<file path="src/rtl/arb_pkg.sv">
// Shared definitions for the system-memory arbiter: FSM states, owner encoding
// and the read/write direction codes used by the cache controllers.
package arb_pkg;

  typedef enum logic [1:0] {ARB_IDLE, ARB_BUSY, ARB_DONE} arb_state_t;

  localparam logic OWNER_I = 1'b0;
  localparam logic OWNER_D = 1'b1;

  localparam logic READ  = 1'b0;
  localparam logic WRITE = 1'b1;

  function automatic logic [1:0] owner_onehot(input logic owner);
    return (owner == OWNER_D) ? 2'b10 : 2'b01;
  endfunction

endpackage

</file>
<file path="src/rtl/sys_bus_arbiter_if.sv">
// Bundle of the two cache request channels and the single memory port.
// The arbiter connects through 'master'; caches and memory sit on 'slave'.
interface sys_bus_arbiter_if #(
  parameter int ADDR_W = 32,
  parameter int DATA_W = 32
);
  logic              IReq;
  logic              IRW;
  logic [ADDR_W-1:0] IAddr;
  logic [DATA_W-1:0] IWData;
  logic              IReady;
  logic [DATA_W-1:0] IRData;

  logic              DReq;
  logic              DRW;
  logic [ADDR_W-1:0] DAddr;
  logic [DATA_W-1:0] DWData;
  logic              DReady;
  logic [DATA_W-1:0] DRData;

  logic              MemStrobe;
  logic              MemRW;
  logic [ADDR_W-1:0] MemAddr;
  logic [DATA_W-1:0] MemWData;
  logic [DATA_W-1:0] MemRData;
  logic [1:0]        Grant;

  modport master (
    input  IReq, IRW, IAddr, IWData, DReq, DRW, DAddr, DWData, MemRData,
    output IReady, IRData, DReady, DRData,
    output MemStrobe, MemRW, MemAddr, MemWData, Grant
  );

  modport slave (
    output IReq, IRW, IAddr, IWData, DReq, DRW, DAddr, DWData, MemRData,
    input  IReady, IRData, DReady, DRData,
    input  MemStrobe, MemRW, MemAddr, MemWData, Grant
  );
endinterface

</file>
<file path="src/rtl/sys_wait_ctr.sv">
// Loadable down-counter that times the memory wait states; stops at zero.
module sys_wait_ctr #(
  parameter int W = 2
) (
  input  logic         clk,
  input  logic         srst,
  input  logic         load_i,
  input  logic [W-1:0] load_value_i,
  input  logic         dec_i,
  output logic         zero_o
);
  logic [W-1:0] cnt_q, cnt_d;

  always_comb begin
    cnt_d = cnt_q;
    if (load_i) begin
      cnt_d = load_value_i;
    end else if (dec_i && (cnt_q != '0)) begin
      cnt_d = cnt_q - W'(1);
    end
  end

  always_ff @(posedge clk) begin
    if (srst) begin
      cnt_q <= '0;
    end else begin
      cnt_q <= cnt_d;
    end
  end

  assign zero_o = (cnt_q == '0);
endmodule

</file>
<file path="src/rtl/sys_bus_arbiter.sv">
// Round-robin arbiter sharing one fixed-latency memory port between the
// I-cache and D-cache; returns read data with a one-cycle Ready pulse.
module sys_bus_arbiter
  import arb_pkg::*;
#(
  parameter int ADDR_W    = 32,
  parameter int DATA_W    = 32,
  parameter int WAITSTATE = 2
) (
  input logic               Clk,
  input logic               Reset,
  sys_bus_arbiter_if.master bus
);
  localparam int CNT_W = $clog2(WAITSTATE + 1);
  localparam logic [CNT_W-1:0] CNT_LOAD = CNT_W'(WAITSTATE - 1);

  if (WAITSTATE < 1 || WAITSTATE > 15) begin : g_bad_waitstate
    $error("sys_bus_arbiter: WAITSTATE must lie in 1..15");
  end

  arb_state_t        state_q, state_d;
  logic              owner_q, owner_d;
  logic              last_q, last_d;
  logic              rw_q, rw_d;
  logic [ADDR_W-1:0] addr_q, addr_d;
  logic [DATA_W-1:0] wdata_q, wdata_d;
  logic [DATA_W-1:0] rdata_q, rdata_d;

  logic              pick;
  logic              ctr_load, ctr_dec, ctr_zero;
  logic [DATA_W-1:0] done_data;

  sys_wait_ctr #(.W(CNT_W)) u_wait_ctr (
    .clk          (Clk),
    .srst         (Reset),
    .load_i       (ctr_load),
    .load_value_i (CNT_LOAD),
    .dec_i        (ctr_dec),
    .zero_o       (ctr_zero)
  );

  always_ff @(posedge Clk) begin
    if (Reset) begin
      state_q <= ARB_IDLE;
      owner_q <= OWNER_I;
      last_q  <= OWNER_I;
      rw_q    <= READ;
      addr_q  <= '0;
      wdata_q <= '0;
      rdata_q <= '0;
    end else begin
      state_q <= state_d;
      owner_q <= owner_d;
      last_q  <= last_d;
      rw_q    <= rw_d;
      addr_q  <= addr_d;
      wdata_q <= wdata_d;
      rdata_q <= rdata_d;
    end
  end

  // Writes return zero data so a stale read value never leaks to a writer.
  assign done_data = (rw_q == READ) ? rdata_q : '0;

  always_comb begin
    state_d  = state_q;
    owner_d  = owner_q;
    last_d   = last_q;
    rw_d     = rw_q;
    addr_d   = addr_q;
    wdata_d  = wdata_q;
    rdata_d  = rdata_q;
    pick     = OWNER_I;
    ctr_load = 1'b0;
    ctr_dec  = 1'b0;

    bus.MemStrobe = 1'b0;
    bus.MemRW     = 1'b0;
    bus.MemAddr   = '0;
    bus.MemWData  = '0;
    bus.Grant     = 2'b00;
    bus.IReady    = 1'b0;
    bus.IRData    = '0;
    bus.DReady    = 1'b0;
    bus.DRData    = '0;

    case (state_q)
      ARB_IDLE: begin
        if (bus.IReq || bus.DReq) begin
          if (bus.IReq && bus.DReq) begin
            pick = ~last_q;
          end else begin
            pick = bus.DReq ? OWNER_D : OWNER_I;
          end
          owner_d  = pick;
          rw_d     = (pick == OWNER_D) ? bus.DRW    : bus.IRW;
          addr_d   = (pick == OWNER_D) ? bus.DAddr  : bus.IAddr;
          wdata_d  = (pick == OWNER_D) ? bus.DWData : bus.IWData;
          ctr_load = 1'b1;
          state_d  = ARB_BUSY;
        end
      end
      ARB_BUSY: begin
        bus.MemStrobe = 1'b1;
        bus.MemRW     = rw_q;
        bus.MemAddr   = addr_q;
        bus.MemWData  = (rw_q == WRITE) ? wdata_q : '0;
        bus.Grant     = owner_onehot(owner_q);
        ctr_dec       = 1'b1;
        if (ctr_zero) begin
          if (rw_q == READ) begin
            rdata_d = bus.MemRData;
          end
          state_d = ARB_DONE;
        end
      end
      ARB_DONE: begin
        if (owner_q == OWNER_D) begin
          bus.DReady = 1'b1;
          bus.DRData = done_data;
        end else begin
          bus.IReady = 1'b1;
          bus.IRData = done_data;
        end
        last_d  = owner_q;
        state_d = ARB_IDLE;
      end
      default: state_d = ARB_IDLE;
    endcase
  end
endmodule

</file>
<file path="src/flat_wrapper.sv">
// flat-port wrapper written by rule: the top's interface ports become plain ports
module sys_bus_arbiter_flat import arb_pkg::*;
#(
  parameter int ADDR_W    = 32,
  parameter int DATA_W    = 32,
  parameter int WAITSTATE = 2
)
  (Clk, Reset, bus_IReq, bus_IRW, bus_IAddr, bus_IWData, bus_DReq, bus_DRW, bus_DAddr, bus_DWData, bus_MemRData, bus_IReady, bus_IRData, bus_DReady, bus_DRData, bus_MemStrobe, bus_MemRW, bus_MemAddr, bus_MemWData, bus_Grant);
  sys_bus_arbiter_if #(.ADDR_W(ADDR_W), .DATA_W(DATA_W)) bus_i ();
  input logic Clk;
  input logic Reset;
  input wire logic [$bits(bus_i.IReq)-1:0] bus_IReq;
  input wire logic [$bits(bus_i.IRW)-1:0] bus_IRW;
  input wire logic [$bits(bus_i.IAddr)-1:0] bus_IAddr;
  input wire logic [$bits(bus_i.IWData)-1:0] bus_IWData;
  input wire logic [$bits(bus_i.DReq)-1:0] bus_DReq;
  input wire logic [$bits(bus_i.DRW)-1:0] bus_DRW;
  input wire logic [$bits(bus_i.DAddr)-1:0] bus_DAddr;
  input wire logic [$bits(bus_i.DWData)-1:0] bus_DWData;
  input wire logic [$bits(bus_i.MemRData)-1:0] bus_MemRData;
  output wire logic [$bits(bus_i.IReady)-1:0] bus_IReady;
  output wire logic [$bits(bus_i.IRData)-1:0] bus_IRData;
  output wire logic [$bits(bus_i.DReady)-1:0] bus_DReady;
  output wire logic [$bits(bus_i.DRData)-1:0] bus_DRData;
  output wire logic [$bits(bus_i.MemStrobe)-1:0] bus_MemStrobe;
  output wire logic [$bits(bus_i.MemRW)-1:0] bus_MemRW;
  output wire logic [$bits(bus_i.MemAddr)-1:0] bus_MemAddr;
  output wire logic [$bits(bus_i.MemWData)-1:0] bus_MemWData;
  output wire logic [$bits(bus_i.Grant)-1:0] bus_Grant;
  assign bus_i.IReq = bus_IReq;
  assign bus_i.IRW = bus_IRW;
  assign bus_i.IAddr = bus_IAddr;
  assign bus_i.IWData = bus_IWData;
  assign bus_i.DReq = bus_DReq;
  assign bus_i.DRW = bus_DRW;
  assign bus_i.DAddr = bus_DAddr;
  assign bus_i.DWData = bus_DWData;
  assign bus_i.MemRData = bus_MemRData;
  assign bus_IReady = bus_i.IReady;
  assign bus_IRData = bus_i.IRData;
  assign bus_DReady = bus_i.DReady;
  assign bus_DRData = bus_i.DRData;
  assign bus_MemStrobe = bus_i.MemStrobe;
  assign bus_MemRW = bus_i.MemRW;
  assign bus_MemAddr = bus_i.MemAddr;
  assign bus_MemWData = bus_i.MemWData;
  assign bus_Grant = bus_i.Grant;
  sys_bus_arbiter #(.ADDR_W(ADDR_W), .DATA_W(DATA_W), .WAITSTATE(WAITSTATE)) u_core (.Clk(Clk), .Reset(Reset), .bus(bus_i));
endmodule
</file>
<file path="config.mk">
export PLATFORM = sky130hd
export DESIGN_NAME = sys_bus_arbiter_flat
export DESIGN_NICKNAME = d
export VERILOG_FILES = /design/src/rtl/arb_pkg.sv /design/src/rtl/sys_bus_arbiter_if.sv /design/src/rtl/sys_wait_ctr.sv /design/src/rtl/sys_bus_arbiter.sv /design/src/flat_wrapper.sv
export SDC_FILE = /design/constraint.sdc
export NUM_CORES = 1
export LEC_CHECK = 0
export BUFFER_PORTS_ARGS = -buffer_cell sky130_fd_sc_hd__buf_2
export CAP_MARGIN = 15
export CORE_MARGIN = 1.5
export CORE_UTILIZATION = 40
export DETAILED_ROUTE_END_ITERATION = 7
export PLACE_DENSITY = 0.69
export SKIP_LAST_GASP = 1
export SLEW_MARGIN = 30
export SYNTH_ARGS = -nofsm -noshare
export SYNTH_HDL_FRONTEND = slang
export SYNTH_HIERARCHICAL = 1
export SYNTH_SLANG_ARGS = --single-unit
</file>
<file path="constraint.sdc">
create_clock -name Clk -period 3.5 [get_ports Clk]
set_input_delay 0 -clock Clk [delete_from_list [all_inputs] [get_ports Clk]]
set_output_delay 0 -clock Clk [all_outputs]
set_load 0.005 [all_outputs]
</file>
==> impl_summary.md <==
STA
The number of setup violations in the final report is 0. For the pin with the worst max-slew slack, the measured transition is roughly 890 ps. Across all setup checks in the final design, the least slack found is around 1000 ps.

The number of slew-limit violations in the final report came to 0. The count of endpoints failing hold in the final timing report is 0. The worst hold margin is 104 ps. The post-route minimum period is roughly 2500 ps. Measured against its own limit, the worst slew margin works out to 40.6%. Setup total negative slack on the finished layout was measured at 0 ps. The fmax is slightly above 400 MHz.

Setup repair after global routing left no endpoint under its margin. Across the routed clock network, the largest skew measured is approximately 7.0 ps. Dividing the final minimum period by the clock period gives a little under three quarters.

Route
The via count is 6652. After detailed routing, the number of remaining DRC violations is 0. The final layout contains routed wiring with a total length of ~21 mm.

Once detail routing completed, the nets flagged for antenna violations numbered 0. The violation count after the first detailed-route iteration is 443. The ratio of routed vias to standard cells is roughly 5.1. The first-pass detailed-route iteration total is 5.

Dividing the detail-routed wire length by the instance count gives 15.9 um.

Die
The boundary pin count is 300. Row generation in the floorplan step produced 43 rows. Once the floorplan was initialized, standard cells occupied 40.6% of the core. From bottom edge to top edge, the die measures ~120 um. The area of the die is 14700 sq um. The chip width is 121 um. The standard cell core area is ~14000 sq um.

Placement
Summed over all nets, the half-perimeter wirelength after detailed placement is 11.8 mm. The number of buffer cells added on primary ports is between 200 and 300. At the end of routability-driven placement, the weighted congestion stood at a little under 0.8. The worst setup slack before clock tree synthesis is 1500 ps.

Setup path
The count of cells along the worst register-to-register path is 5. The worst setup path is launched from a register. The type of the worst setup path is register to register. At the worst endpoint, the required time is about 3800 ps. The slack of the worst reg-to-reg path is just over 1000 ps. The endpoint of the worst register-to-register path is u_core/addr_q[12].

Among cell families on the critical path, the largest total delay comes from buffers and inverters. The worst register-to-register path begins at u_core/last_q. Of all nets on the critical path, the largest fanout is 28.

The endpoint type of the worst setup path is a register. The critical path data arrival time is around 2800 ps. The buffers plus inverters on the worst setup path is 2.

The critical path goes through a21bo_2 > buf_4 > nand2_1 > a311oi_1 > dlygate4sd3_1. In this design, the stage delay of the slowest critical-path cell is between 600 and 700 ps. The cell at the slowest stage of the critical path is dlygate4sd3_1.

Clocking
The root cell of the clock tree is clkbuf_16. The clock transition time at the flip-flop clock pins of the worst setup and hold paths is about 70 ps. The TritonCTS buffer count is 9. Buffers added to address setup during post-CTS repair amount to 0.

The latest clock arrival within the worst-skew pair is about 350 ps. The quantity of hold-fixing buffers added after cts is roughly 160. The TritonCTS clock tree is yes. The number of levels in the clock H-tree is 3. Once the clock tree was built, the resizer swapped 0 gates to a different size. The clock drives roughly 100 sinks. Counting along the longest clock path gives a buffer depth of 2.

Global routing
The first global-routing pass estimated between 30 and 40 mm of wire. The total overflow left after global routing is 0. The initial antenna violation count is 0. Across every metal layer, demand over resource in global routing totals a little over a quarter. Entering global routing, the biggest net connects just under 70 pins. The number of global-route vias before repair is ~6600.

Flow run
The number of max-capacitance violations reported is 0.

Power and ir drop
In this run the power density over the cells is approximately 380 nW/um^2. For this design the static power due to leakage is about 0.0044 uW. The peak supply drop is 201 uV.

Logic synthesis
In the synthesized netlist the async set-or-reset flop fraction comes to 0%. Synthesis handed over a netlist of 698 instances. In the synthesized netlist, the cells that appear most often are 195 x nand2_1, 103 x dfxtp_1, 101 x a21oi_1.

The number of different library cells in the post-synthesis netlist is 36. The count of warnings emitted by yosys is 6. The post-synthesis area per instance is 8.02 sq um. After synthesis, the largest area contributor takes up 36.9% of total cell area. The count of state elements after synthesis is approximately 100. After synthesis, the cell types taking the most area are dfxtp_1 37%, a311oi_2 13%, nand2_1 13%.

The biggest area contributor in the post-synthesis netlist is dfxtp_1. The sequential-to-total area share from yosys stat is a little under two fifths. In the post-synthesis netlist, the cell with the most instances is nand2_1. The main flop type after synthesis is dfxtp_1.

The number of synthesized flops with an enable pin is 0. The number of nets handed over by synthesis was around 870. In this run the cell area of the synthesized design comes to 5600 sq um.

Finish
The multi-input combinational cells in the finished layout cover a total of around 3200 sq um. The count of nets after finishing is between 1000 and 1500. The layout has about 1100 filler cells. Summing all flip-flop and latch instances after layout gives 2060 sq um. Of the cells placed in the final design, the portion with a size suffix greater than 1 is between 30% and 40%. The number of antenna diodes in the final layout is 0.

The area growth from synthesis to layout is 61.7%.

Hold path
The min-delay analysis places its worst path in the category input pin to register. The startpoint identified for the worst hold timing path is bus_DReq. The endpoint of the worst hold-timing path is u_core/state_q[0]. The hold path depth is 4.

Run status
The run finished with clean final reports.
through the flow:
stage,instance area [sq um],util [%],total power [uW],instances
after floorplan,5600,-,1940,698
after global placement,7110,51.6,2170,1120
after detailed placement,7110,51.6,2180,1120
after CTS,9020,65.5,3400,1298
after global routing,9050,65.7,3600,1299
final,9050,65.7,3420,1299
tightest hold or removal path: stages:
cell and delay, ps:
buf_2 120, or2_2 130, nand2_2 60, a21oi_1 110
cells in the final DEF (no fill, tap or decap), types with 2 or more instances in the layout:
cell type and instances:
and3_1 32, a311oi_1 16, clkinv_2 3, inv_1 3, nor2_1 3, nand2_1 195, a311oi_2 49, and2_1 98
clkbuf_16 9, dfxtp_1 103, dlygate4sd3_1 162, buf_2 298, a21oi_1 101, nand2b_1 2, buf_4 15, and3b_1 2
conb_1 2, clkbuf_8 4
sequential cells by signal, indices dropped and copies added (netlist names):
name,count
u_core/addr_q,32
u_core/last_q,1
u_core/owner_q,1
u_core/rdata_q,32
u_core/rw_q,1
u_core/state_q,2
u_core/u_wait_ctr/cnt_q,2
u_core/wdata_q,32
layer usage:
metal | vias to the layer above | GRT usage (%) | share of wire, %
met1 | 3026 | 31.0 | 39
met2 | 346 | 48.4 | 50
li1 | 3210 | - | -
met3 | 70 | 5.92 | 7.6
met4 | 0 | 14.2 | 3.6
met5 | - | 0 | 0
cell type report:
type	instances	share of cell area, %
timing repair buffer	477	36.2
multi-input combinational	519	35.1
sequential	103	22.8
clock buffer	13	3.10
tap	180	2.49
clock inverter	3	0.166
inverter	4	0.166
report_power, final:
group	internal, uW	switching [uW]
Sequential	1310	76.1
Combinational	517	515
Clock	558	445
Total	2390	1040
how the worst max path moves through the flow:
stage / start / endpoint / slack [ps] / cells past startpoint
6_report: u_core/last_q / u_core/addr_q[12] / 1020 / 5
4_1_cts: u_core/last_q / u_core/addr_q[18] / 950 / 5
3_3_place_gp: u_core/last_q / u_core/addr_q[10] / 1510 / 4
3_5_place_dp: u_core/last_q / u_core/addr_q[16] / 1500 / 4
5_1_grt: u_core/state_q[1] / u_core/addr_q[0] / 900 / 6
2_1_floorplan: u_core/state_q[1] / u_core/u_wait_ctr/cnt_q[0] / 2080 / 5
cell families (layout without fill, tap and decap cells):
kind of cell             Yosys count  in the layout  share of synthesized area (%)
AND/OR/NAND/NOR                  344            344                           30.2
AO/OA/AOI/OAI                    171            171                           25.6
flip-flops                       103            103                           36.9
buffers and inverters             76            497                           6.84
other                              2              2                          0.134
adder cells (fa/ha/maj)            1              1                          0.224
XOR/XNOR                           1              1                          0.157
(Power assumes the default switching activity.)
